==> src/rtl/rob_commit_pkg.sv <==
// Shared definitions for the reorder buffer commit block.
// Covers opcodes, ROB geometry, the entry layout and the FSM states.
package rob_commit_pkg;

    localparam int ROB_DEPTH = 8;
    localparam int TAG_W     = 3;

    localparam logic [3:0] OP_ADD   = 4'b0000;
    localparam logic [3:0] OP_SUB   = 4'b0001;
    localparam logic [3:0] OP_MUL   = 4'b0010;
    localparam logic [3:0] OP_DIV   = 4'b0011;
    localparam logic [3:0] OP_LOAD  = 4'b0100;
    localparam logic [3:0] OP_STORE = 4'b0101;
    localparam logic [3:0] OP_BEQ   = 4'b0110;
    localparam logic [3:0] OP_BNEQ  = 4'b0111;

    typedef struct packed {
        logic        busy;
        logic        ready;
        logic [3:0]  func;
        logic [3:0]  rd;
        logic [15:0] value;
        logic [7:0]  addr;
    } rob_entry_t;

    typedef enum logic {ST_RUN, ST_FLUSH} rob_state_e;

    typedef enum logic [1:0] {CK_REG, CK_STORE, CK_BRANCH, CK_NONE} commit_kind_e;

    // Opcodes 1000-1111 retire without touching any commit port.
    function automatic commit_kind_e classify(input logic [3:0] func);
        case (func)
            OP_ADD, OP_SUB, OP_MUL, OP_DIV, OP_LOAD: classify = CK_REG;
            OP_STORE:                                classify = CK_STORE;
            OP_BEQ, OP_BNEQ:                         classify = CK_BRANCH;
            default:                                 classify = CK_NONE;
        endcase
    endfunction

endpackage

==> src/rtl/rob_commit.sv <==
// 8-entry reorder buffer: in-order allocation, out-of-order CDB completion,
// in-order single-entry commit with taken-branch flush.
module rob_commit
    import rob_commit_pkg::*;
#(
    parameter int DEPTH = ROB_DEPTH
) (
    input  logic              clk1,
    input  logic              rst,
    input  logic              alloc_valid,
    input  logic [3:0]        alloc_func,
    input  logic [3:0]        alloc_rd,
    output logic              alloc_ready,
    output logic [TAG_W-1:0]  alloc_idx,
    input  logic              cdb_valid,
    input  logic [TAG_W-1:0]  cdb_idx,
    input  logic [15:0]       cdb_data,
    input  logic [7:0]        cdb_addr,
    output logic              rf_we,
    output logic [3:0]        rf_waddr,
    output logic [15:0]       rf_wdata,
    output logic [TAG_W-1:0]  rf_wtag,
    output logic              mem_we,
    output logic [7:0]        mem_addr,
    output logic [15:0]       mem_wdata,
    output logic              flush,
    output logic [3:0]        flush_target,
    output logic [3:0]        count,
    output logic              empty
);

    rob_entry_t [ROB_DEPTH-1:0] rob;
    logic [TAG_W-1:0]           head;
    logic [TAG_W-1:0]           tail;
    logic [3:0]                 count_q;
    rob_state_e                 state;

    rob_entry_t   head_entry;
    commit_kind_e head_kind;
    logic         alloc_fire;
    logic         cdb_fire;
    logic         commit_fire;
    logic         taken_flush;

    always_comb begin
        alloc_ready = (count_q < 4'(DEPTH)) && (state == ST_RUN);
        alloc_idx   = tail;
        count       = count_q;
        empty       = (count_q == 4'd0);

        head_entry  = rob[head];
        head_kind   = classify(head_entry.func);
        alloc_fire  = alloc_valid && alloc_ready;
        cdb_fire    = cdb_valid && (state == ST_RUN) && rob[cdb_idx].busy;
        commit_fire = head_entry.busy && head_entry.ready;
        taken_flush = commit_fire && (head_kind == CK_BRANCH) && head_entry.value[0];
    end

    always_ff @(posedge clk1) begin
        if (rst) begin
            for (int i = 0; i < ROB_DEPTH; i++) begin
                rob[i].busy  <= 1'b0;
                rob[i].ready <= 1'b0;
            end
            head         <= '0;
            tail         <= '0;
            count_q      <= '0;
            state        <= ST_RUN;
            rf_we        <= 1'b0;
            rf_waddr     <= '0;
            rf_wdata     <= '0;
            rf_wtag      <= '0;
            mem_we       <= 1'b0;
            mem_addr     <= '0;
            mem_wdata    <= '0;
            flush        <= 1'b0;
            flush_target <= '0;
        end else begin
            rf_we  <= 1'b0;
            mem_we <= 1'b0;
            flush  <= 1'b0;
            if (state == ST_FLUSH)
                state <= ST_RUN;

            if (taken_flush) begin
                // Everything younger than the mispredicted branch is discarded,
                // including any allocation offered at this same edge.
                for (int i = 0; i < ROB_DEPTH; i++)
                    rob[i].busy <= 1'b0;
                head         <= '0;
                tail         <= '0;
                count_q      <= '0;
                state        <= ST_FLUSH;
                flush        <= 1'b1;
                flush_target <= head_entry.rd;
            end else begin
                if (alloc_fire) begin
                    rob[tail].busy  <= 1'b1;
                    rob[tail].ready <= 1'b0;
                    rob[tail].func  <= alloc_func;
                    rob[tail].rd    <= alloc_rd;
                    tail            <= tail + 1'b1;
                end
                if (cdb_fire) begin
                    rob[cdb_idx].ready <= 1'b1;
                    rob[cdb_idx].value <= cdb_data;
                    rob[cdb_idx].addr  <= cdb_addr;
                end
                if (commit_fire) begin
                    rob[head].busy <= 1'b0;
                    head           <= head + 1'b1;
                    case (head_kind)
                        CK_REG: begin
                            rf_we    <= 1'b1;
                            rf_waddr <= head_entry.rd;
                            rf_wdata <= head_entry.value;
                            rf_wtag  <= head;
                        end
                        CK_STORE: begin
                            mem_we    <= 1'b1;
                            mem_addr  <= head_entry.addr;
                            mem_wdata <= head_entry.value;
                        end
                        default: ;
                    endcase
                end
                count_q <= count_q + {3'b000, alloc_fire} - {3'b000, commit_fire};
            end
        end
    end

endmodule

==> config.mk <==
export PLATFORM = sky130hd
export DESIGN_NAME = rob_commit
export DESIGN_NICKNAME = d
export VERILOG_FILES = /design/src/rtl/rob_commit_pkg.sv /design/src/rtl/rob_commit.sv
export SDC_FILE = /design/constraint.sdc
export NUM_CORES = 1
export LEC_CHECK = 0
export BUFFER_PORTS_ARGS = -buffer_cell sky130_fd_sc_hd__buf_2
export CAP_MARGIN = 15
export CORE_MARGIN = 2
export CORE_UTILIZATION = 35
export DETAILED_ROUTE_END_ITERATION = 8
export SYNTH_ARGS = -nofsm -noshare
export SYNTH_HDL_FRONTEND = slang
export SYNTH_SLANG_ARGS = --single-unit
==> constraint.sdc <==
create_clock -name clk1 -period 6.1 [get_ports clk1]
set_input_delay 1.83 -clock clk1 [delete_from_list [all_inputs] [get_ports clk1]]
set_output_delay 1.83 -clock clk1 [all_outputs]
set_load 0.01 [all_outputs]
## Yosys cells after proc, flatten, opt, wreduce, memory -nomap -nowiden

Memories as Yosys holds them, arrays and structs flattened.
Index checks and enable logic that the tools add are counted.

- ROM bits: 16
- Bits of input ports: 39
- Logic and storage cells: 134
- Output and inout bits: 63
- Memories kept: 1
- Register bits: 336

Memories:

| memory | words | bits a word | rd ports | clocked after memory_dff | wr ports | RTL line | RTL |
|---|---|---|---|---|---|---|---|
| (no name shown) | 8 | 2 | 1 | 0 | 0 | rob_commit_pkg.sv:32 | `case (func)` |

- Mux-type cells: 39
- Add/sub/neg operators: 4
- Eq/ne operators: 2
- Reductions and logical operators: 17
- Bitwise logic cells: 4
- Magnitude comparators: 7

Operators by type and width:

| cell | count |
|---|---|
| bitwise mux 272 bit | 8 |
| two-way mux 272 bit | 7 |
| demux 34 bit (select 3 bit) | 8 |
| binary-select mux 34 bit (select 3 bit) | 2 |
| two-way mux 34 bit | 4 |
| two-way mux 33 bit | 2 |
| two-way mux 32 bit | 1 |
| two-way mux 28 bit | 1 |
| two-way mux 24 bit | 1 |
| less-than comparator 3 x 4 -> 1 bit (second input constant) | 3 |
| logical AND 1 bit | 10 |
| >= comparator 3 x 1 -> 1 bit (second input constant) | 3 |
| two-way mux 8 bit | 1 |
| adder 3 x 1 -> 3 bit (second input constant) | 2 |
| AND reduction 3 bit | 2 |
| adder 4 x 1 -> 4 bit | 1 |
| logical NOT 4 bit | 1 |
| less-than comparator 4 bit (second input constant) | 1 |
| NOT 1 bit | 4 |
| subtractor 4 x 1 -> 4 bit | 1 |
| two-way mux 1 bit | 3 |
| OR reduction 3 bit | 1 |
| equality test 2 x 1 -> 1 bit (second input constant) | 1 |
| equality test 2 bit (second input constant) | 1 |
| other kinds (4) | 4 |

## Logic depth before layout (Yosys ltp)

Gate-level depths: netlist of run 1.

- Depth after elaboration: 19
- Depth in mapped cells: 13
- Mapped depth without buffers: 11

## Worst setup path before layout of run 1

OpenSTA, ideal clock, no wires.

- Kind: input to register
- Start point: in cdb_idx[2]
- End point: reg (tool-made name)
- Setup slack: 1.017 ns
- Required time: 5.634 ns
- Stages: 3
- Data arrival time: 4.617 ns
- Path buffers: 0
- Library setup time: 0.466 ns
- Cells stage by stage: mux4_2 -> mux2i_1 -> nor4_1

RTL lines:

| item | RTL line | RTL |
|---|---|---|
| start, declared | rob_commit.sv:16 | `input logic [TAG_W-1:0] cdb_idx,` |

==> run metrics, run 1 <==
run status=complete, no violations; DIE WIDTH=roughly 200 microns; Pint=0.00369 W; Gates resized, CTS repair=0; worst-case clock buffer depth=3; fin crit share=about two thirds; origin of the critical flop-to-flop path=head[0]; P_leak=between 5 and 6 nW; Final #Nets=around 900; worst rel slew slack=a little over a quarter; antenna violations before repair=0; Hold Fails Final Rpt=0; Combinational Power Share=4.1%; crit-path max FO=between 40 and 50; met3 Usage GRT=around 2.9%; Synth Area per Inst=approximately 18 sq um; first-pass GRT wire length=roughly 46,000 microns; Worst Skew=around 0.018 ns; most common flop cell mapped by yosys=edfxtp_1; Initial Util=35.5%; first-pass detailed-route iteration total=5; Least-Margin Pin Slew=between 1 and 1.5 ns; postcts setup bufs=0; CTS hold repair buffers=0; dpl ws=roughly 1.8 ns; CTS tree=yes; later-pin clock latency in the skew report=approximately 0.52 ns; I/O pin count=about 100; worst path arrival time=between 4 and 5 ns; Fin Hold WS=~0.45 ns; FF+latch count, synth=around 340; cell class contributing the biggest share of worst-path delay=simple AND/OR/NAND/NOR gates; Post-Synth Simple-Gate Area=~6.4%; ANT cells=0; mean routed wirelength per cell=21.5 microns; Startpoint Class=flip-flop; Final Cell Area=roughly 15,000 sq um; post-synthesis sequential area ratio=between 60% and 70%; Unique masters post-synth=just under 60; DRC violations left=0; hold path startpoint=rf_wtag[0]; TritonCTS buffer count=36; Setup-failing EPs final=0; WP depth=5; Final Max Slew Viols=0; htree depth=2; Chip Height=roughly 200 microns; switching pwr=approximately 0.0010 W; Post-Synth XOR/XNOR Area=0.329%; GRT Total Usage=between 10% and 20%; Post-DP Area=14,400 sq um; setup tns final=0 ns; Synth Area in Compound Gates=approximately 4.8%; CTS Sinks=336; Std-Cell Rows=between 70 and 80; vias in the first global route=roughly 7,300; Worst VDD drop=~0.00015 V; Vias/cell=5.12; Tmin final=a little over 4 ns; hold path endpoint=rf_wtag[0]; DIE AREA=39,600 sq um; MaxCap Viol Count=0; Netlist Area Pre-Place=between 10,000 and 15,000 sq um; share of cells above drive strength 1=between 30% and 40%; met1 global-route usage=between 20% and 30%; Initial DRC Count=around 460; final wirelength=30,300 microns; Clk pwr share=between 40 and 50%; gr ovfl total=0; Crit. End Element=flip-flop; RSZ-0062 raised after global routing=no; Clock transition at path regs=around 0.06 ns; routability cong.=between 0.7 and 0.8; clk root buf=clkbuf_16; max incr delay on CP=about 1 ns; power per cell area=between 300 and 400 nW/um^2; Synth async-reset ratio=0%; met2 Usage GRT=about a quarter; worst endpoint required time=around 6.2 ns; DR vias=approximately 7,000; Area Overhead vs Synth=15.9%; synth warn=0; Hold Crit Class=flip-flop to flip-flop; worst path cell trace=mux4_2 > mux2i_1 > nor2_1 > a21o_1 > nor3_1; critical path type=flip-flop to flip-flop; total core area=between 30,000 and 40,000 sq um; largest net degree at the start of global routing=63; port bufs=101; Hold Path Depth=2; Syn Nets=~810; Switching Fraction=a little over a fifth; f_max=0.247 GHz; reg2reg setup slack=around 2 ns; Antenna Violating Nets Remaining=0; EDFF count, synth=roughly 260; Buf/Inv on CP=0; largest family of logic cells by synthesized area=multiplexers; gr busiest metal=met2; post-synthesis adder-cell area fraction=less than 1%; setup slack after layout=2.06 ns; mux share of post-synthesis cell area=around 16%; sequential share of power=roughly 53%; CP max stage cell=nor3_1; r2r worst-path depth=5; Mapped Cells=760; dpl hpwl=roughly 19,000 microns
## through the flow
| step | instances | util, % | power (W) |
|---|---|---|---|
| after global placement | 1341 | 38.2 | 0.00274 |
| after floorplan | 760 | - | 0.00265 |
| after detailed placement | 1341 | 38.2 | 0.00274 |
| final | 1407 | 41.1 | 0.00469 |
| after CTS | 1404 | 41.0 | 0.00473 |
| after global routing | 1407 | 41.1 | 0.00484 |
## metal layers
metal,part of all wire (%),routed length (microns)
met1,46,13800
met2,46,14000
met3,6.5,1950
met4,1.7,515
met5,0,0
## worst reg2reg max path, delay by kind of cell, from the launching register on
family | cells | cell delay (ns)
DFF | 1 | 0.89
muxes | 2 | 0.90
AOI/OAI and AO/OA | 1 | 0.56
and+or+nand+nor | 2 | 1.30
## synth_stat cells, drive strengths merged (11+ instances only)
library cell	number	area share (%)
a21oi	13	0.49
a31o	15	0.99
and3	18	0.85
buf	29	1.4
clkbuf	19	0.54
dfxtp	80	12
edfxtp	256	58
inv	11	0.31
mux2	21	1.8
mux2i	36	2.7
mux4	66	11
nand2	17	0.54
nor2	46	1.3
nor2b	25	1.2
## power groups by stage
stage	clock [W]	sequential (W)	combinational, W
2_1_floorplan	0	0.00255	0.000105
3_3_place_gp	0	0.00255	0.000192
3_5_place_dp	0	0.00255	0.000195
4_1_cts	0.00204	0.00250	0.000196
5_1_grt	0.00212	0.00250	0.000216
6_report	0.00199	0.00250	0.000193
## worst max-delay path by stage
stage	from	to	slack, ns
final	head[0]	flip-flop	2.06
after CTS	head[0]	flip-flop	1.90
after detailed placement	cdb_idx[2]	flip-flop	1.82
after floorplan	cdb_idx[2]	flip-flop	1.02
after global routing	head[0]	flip-flop	1.69
after global placement	cdb_idx[2]	flip-flop	1.87
## cells in the final DEF (no fill, tap or decap), types with 5 or more instances in the layout
cell,instances
edfxtp_1,256
buf_2,101
dfxtp_1,77
mux4_2,66
nor2_1,46
clkbuf_16,37
mux2i_1,36
nor2b_1,24
mux2_2,20
and3_1,18
buf_4,17
nand2_1,16
a21oi_1,13
clkbuf_1,12
inv_1,11
and2_1,9
a31o_1,9
nor3_1,8
nor3b_1,8
a311oi_2,8
nand3_1,7
o21ai_0,7
a221o_1,7
ha_1,7
a31o_2,6
clkinv_1,5
clkinv_2,5
## cell type report
type	count	area [sq um]
clock buffer	51	998
inverter	12	45.0
tap	511	639
fill	3396	22100
multi-input combinational	364	3750
timing repair buffer	121	656
sequential	336	9300
clock inverter	12	63.8
## cell families after synthesis
| logic type | Yosys count |
|---|---|
| compound gates | 72 |
| buf+inv | 60 |
| flops | 336 |
| mux | 123 |
| fa+ha+maj | 8 |
| simple gates | 156 |
| xor+xnor | 5 |
Note: power is estimated with default switching activity, not from simulation.
==> run 2, diff against run 1 <==
==> constraint.sdc (replaced) <==
create_clock -name clk1 -period 4.05 [get_ports clk1]
set_input_delay 1.215 -clock clk1 [delete_from_list [all_inputs] [get_ports clk1]]
set_output_delay 1.215 -clock clk1 [all_outputs]
set_load 0.01 [all_outputs]
==> run metrics, run 2 (same netlist as run 1, synthesis figures left out) <==
run status=complete, no violations; first-pass detailed-route iteration total=5; Crit. End Element=flip-flop; CP max stage cell=dfxtp_2; share of cells above drive strength 1=between 30% and 40%; critical path type=flip-flop to flip-flop; worst rel slew slack=roughly two fifths; Hold Fails Final Rpt=0; later-pin clock latency in the skew report=~0.52 ns; total core area=around 38,000 sq um; CTS hold repair buffers=0; Gates resized, CTS repair=0; worst endpoint required time=between 4 and 5 ns; CTS Sinks=336; vias in the first global route=just over 7,000; Chip Height=around 200 microns; Final Max Slew Viols=0; Std-Cell Rows=approximately 70; DIE WIDTH=roughly 200 microns; Clock transition at path regs=roughly 0.06 ns; most common cell after layout, fill and taps aside=edfxtp_1; I/O pin count=approximately 100; MaxCap Viol Count=0; htree depth=2; cell class contributing the biggest share of worst-path delay=compound AO/OA/AOI/OAI gates; DIE AREA=39,600 sq um; Final #Nets=931; Startpoint Class=flip-flop; clk root buf=clkbuf_16; Fill cells=between 3,000 and 4,000; Tmin final=3.30 ns; dpl hpwl=about 19,000 microns; fin crit share=between 80% and 90%; Area Overhead vs Synth=17.4%; f_max=a little over 0.3 GHz; TritonCTS buffer count=36; Final Util=between 40% and 50%; Antenna Violating Nets Remaining=0; postcts setup bufs=0; mean routed wirelength per cell=20.4 microns; Post-DP Area=~15,000 sq um; GRT Total Usage=around 15%; final wirelength=around 29,000 microns; crit-path most repeated cell=buf_4; Setup-failing EPs final=0; Vias/cell=roughly 4.9; max incr delay on CP=approximately 0.65 ns; worst path arrival time=about 3.6 ns; Initial Util=between 30% and 40%; gr ovfl total=0; most frequent cells in the layout=edfxtp_1 (256), buf_2 (101), dfxtp_1 (77); RSZ-0062 raised after global routing=no; DRC violations left=0; CTS tree=yes; antenna violations before repair=2; setup tns final=0 ns; Least-Margin Pin Slew=around 0.92 ns; Buf/Inv on CP=2; crit-path max FO=21; first-pass GRT wire length=~44,000 microns; Initial DRC Count=approximately 600; Worst VDD drop=around 0.00027 V; DR vias=7,053; worst path cell trace=buf_4 > nand4b_1 > a41o_1 > a211oi_4 > a21o_1 > nor3_1 > buf_4; routability cong.=0.771; worst-case clock buffer depth=3; P_leak=5.31 nW; port bufs=between 100 and 150; power per cell area=roughly 450 nW/um^2; largest net degree at the start of global routing=39; Worst Skew=0.0171 ns; Final Cell Area=15,600 sq um; Hold Crit Class=flip-flop to flip-flop
[run 2: layout make-up]
class,instances,area (sq um),area share (%)
clock inverters,15,82.6,0.528
flip-flops and latches,336,9300,59.4
repair buffers,134,841,5.37
clock buffers,51,988,6.32
diodes,2,5.00,0.0320
inverters,12,45.0,0.288
well taps,511,639,4.09
multi-input cells,364,3750,24.0
[run 2: worst paths after layout]
path              startpoint         endpoint  slack (ns)  cells past startpoint
min          flush_target[2]  flush_target[2]        0.45                      2
min reg2reg  flush_target[2]  flush_target[2]        0.45                      2
max reg2reg          head[1]        flip-flop        0.75                      7
max                  head[1]        flip-flop        0.75                      7
[run 2: power breakdown]
group / internal, W / switching, W / total, W
clock: 0.00171 / 0.00128 / 0.00300
sequential: 0.00374 / 0.0000256 / 0.00377
combinational: 0.000105 / 0.000186 / 0.000291
total: 0.00556 / 0.00150 / 0.00705
[run 2: worst min-delay path, cell delays in order (launching register included)]
cell,delay [ns]
dfxtp_1,0.31
nand2_1,0.05
o21ai_1,0.05
[run 2: per-stage QoR]
| step | setup slack (ns) | total power (W) | hold slack, ns | std cells |
|---|---|---|---|---|
| 2_1_floorplan | 0.323 | 0.00400 | 0.442 | 760 |
| 3_3_place_gp | 0.531 | 0.00413 | 0.447 | 1357 |
| 3_5_place_dp | 0.490 | 0.00414 | 0.448 | 1357 |
| 4_1_cts | 0.763 | 0.00714 | 0.456 | 1423 |
| 5_1_grt | 0.559 | 0.00732 | 0.492 | 1423 |
| 6_report | 0.752 | 0.00705 | 0.449 | 1425 |
[run 2: routing by layer]
| layer | global-route usage [%] | routed length [microns] |
|---|---|---|
| met4 | 3.84 | 457 |
| met5 | 0 | 13 |
| met3 | 2.78 | 1680 |
| met2 | 23.2 | 13500 |
| met1 | 21.4 | 13400 |
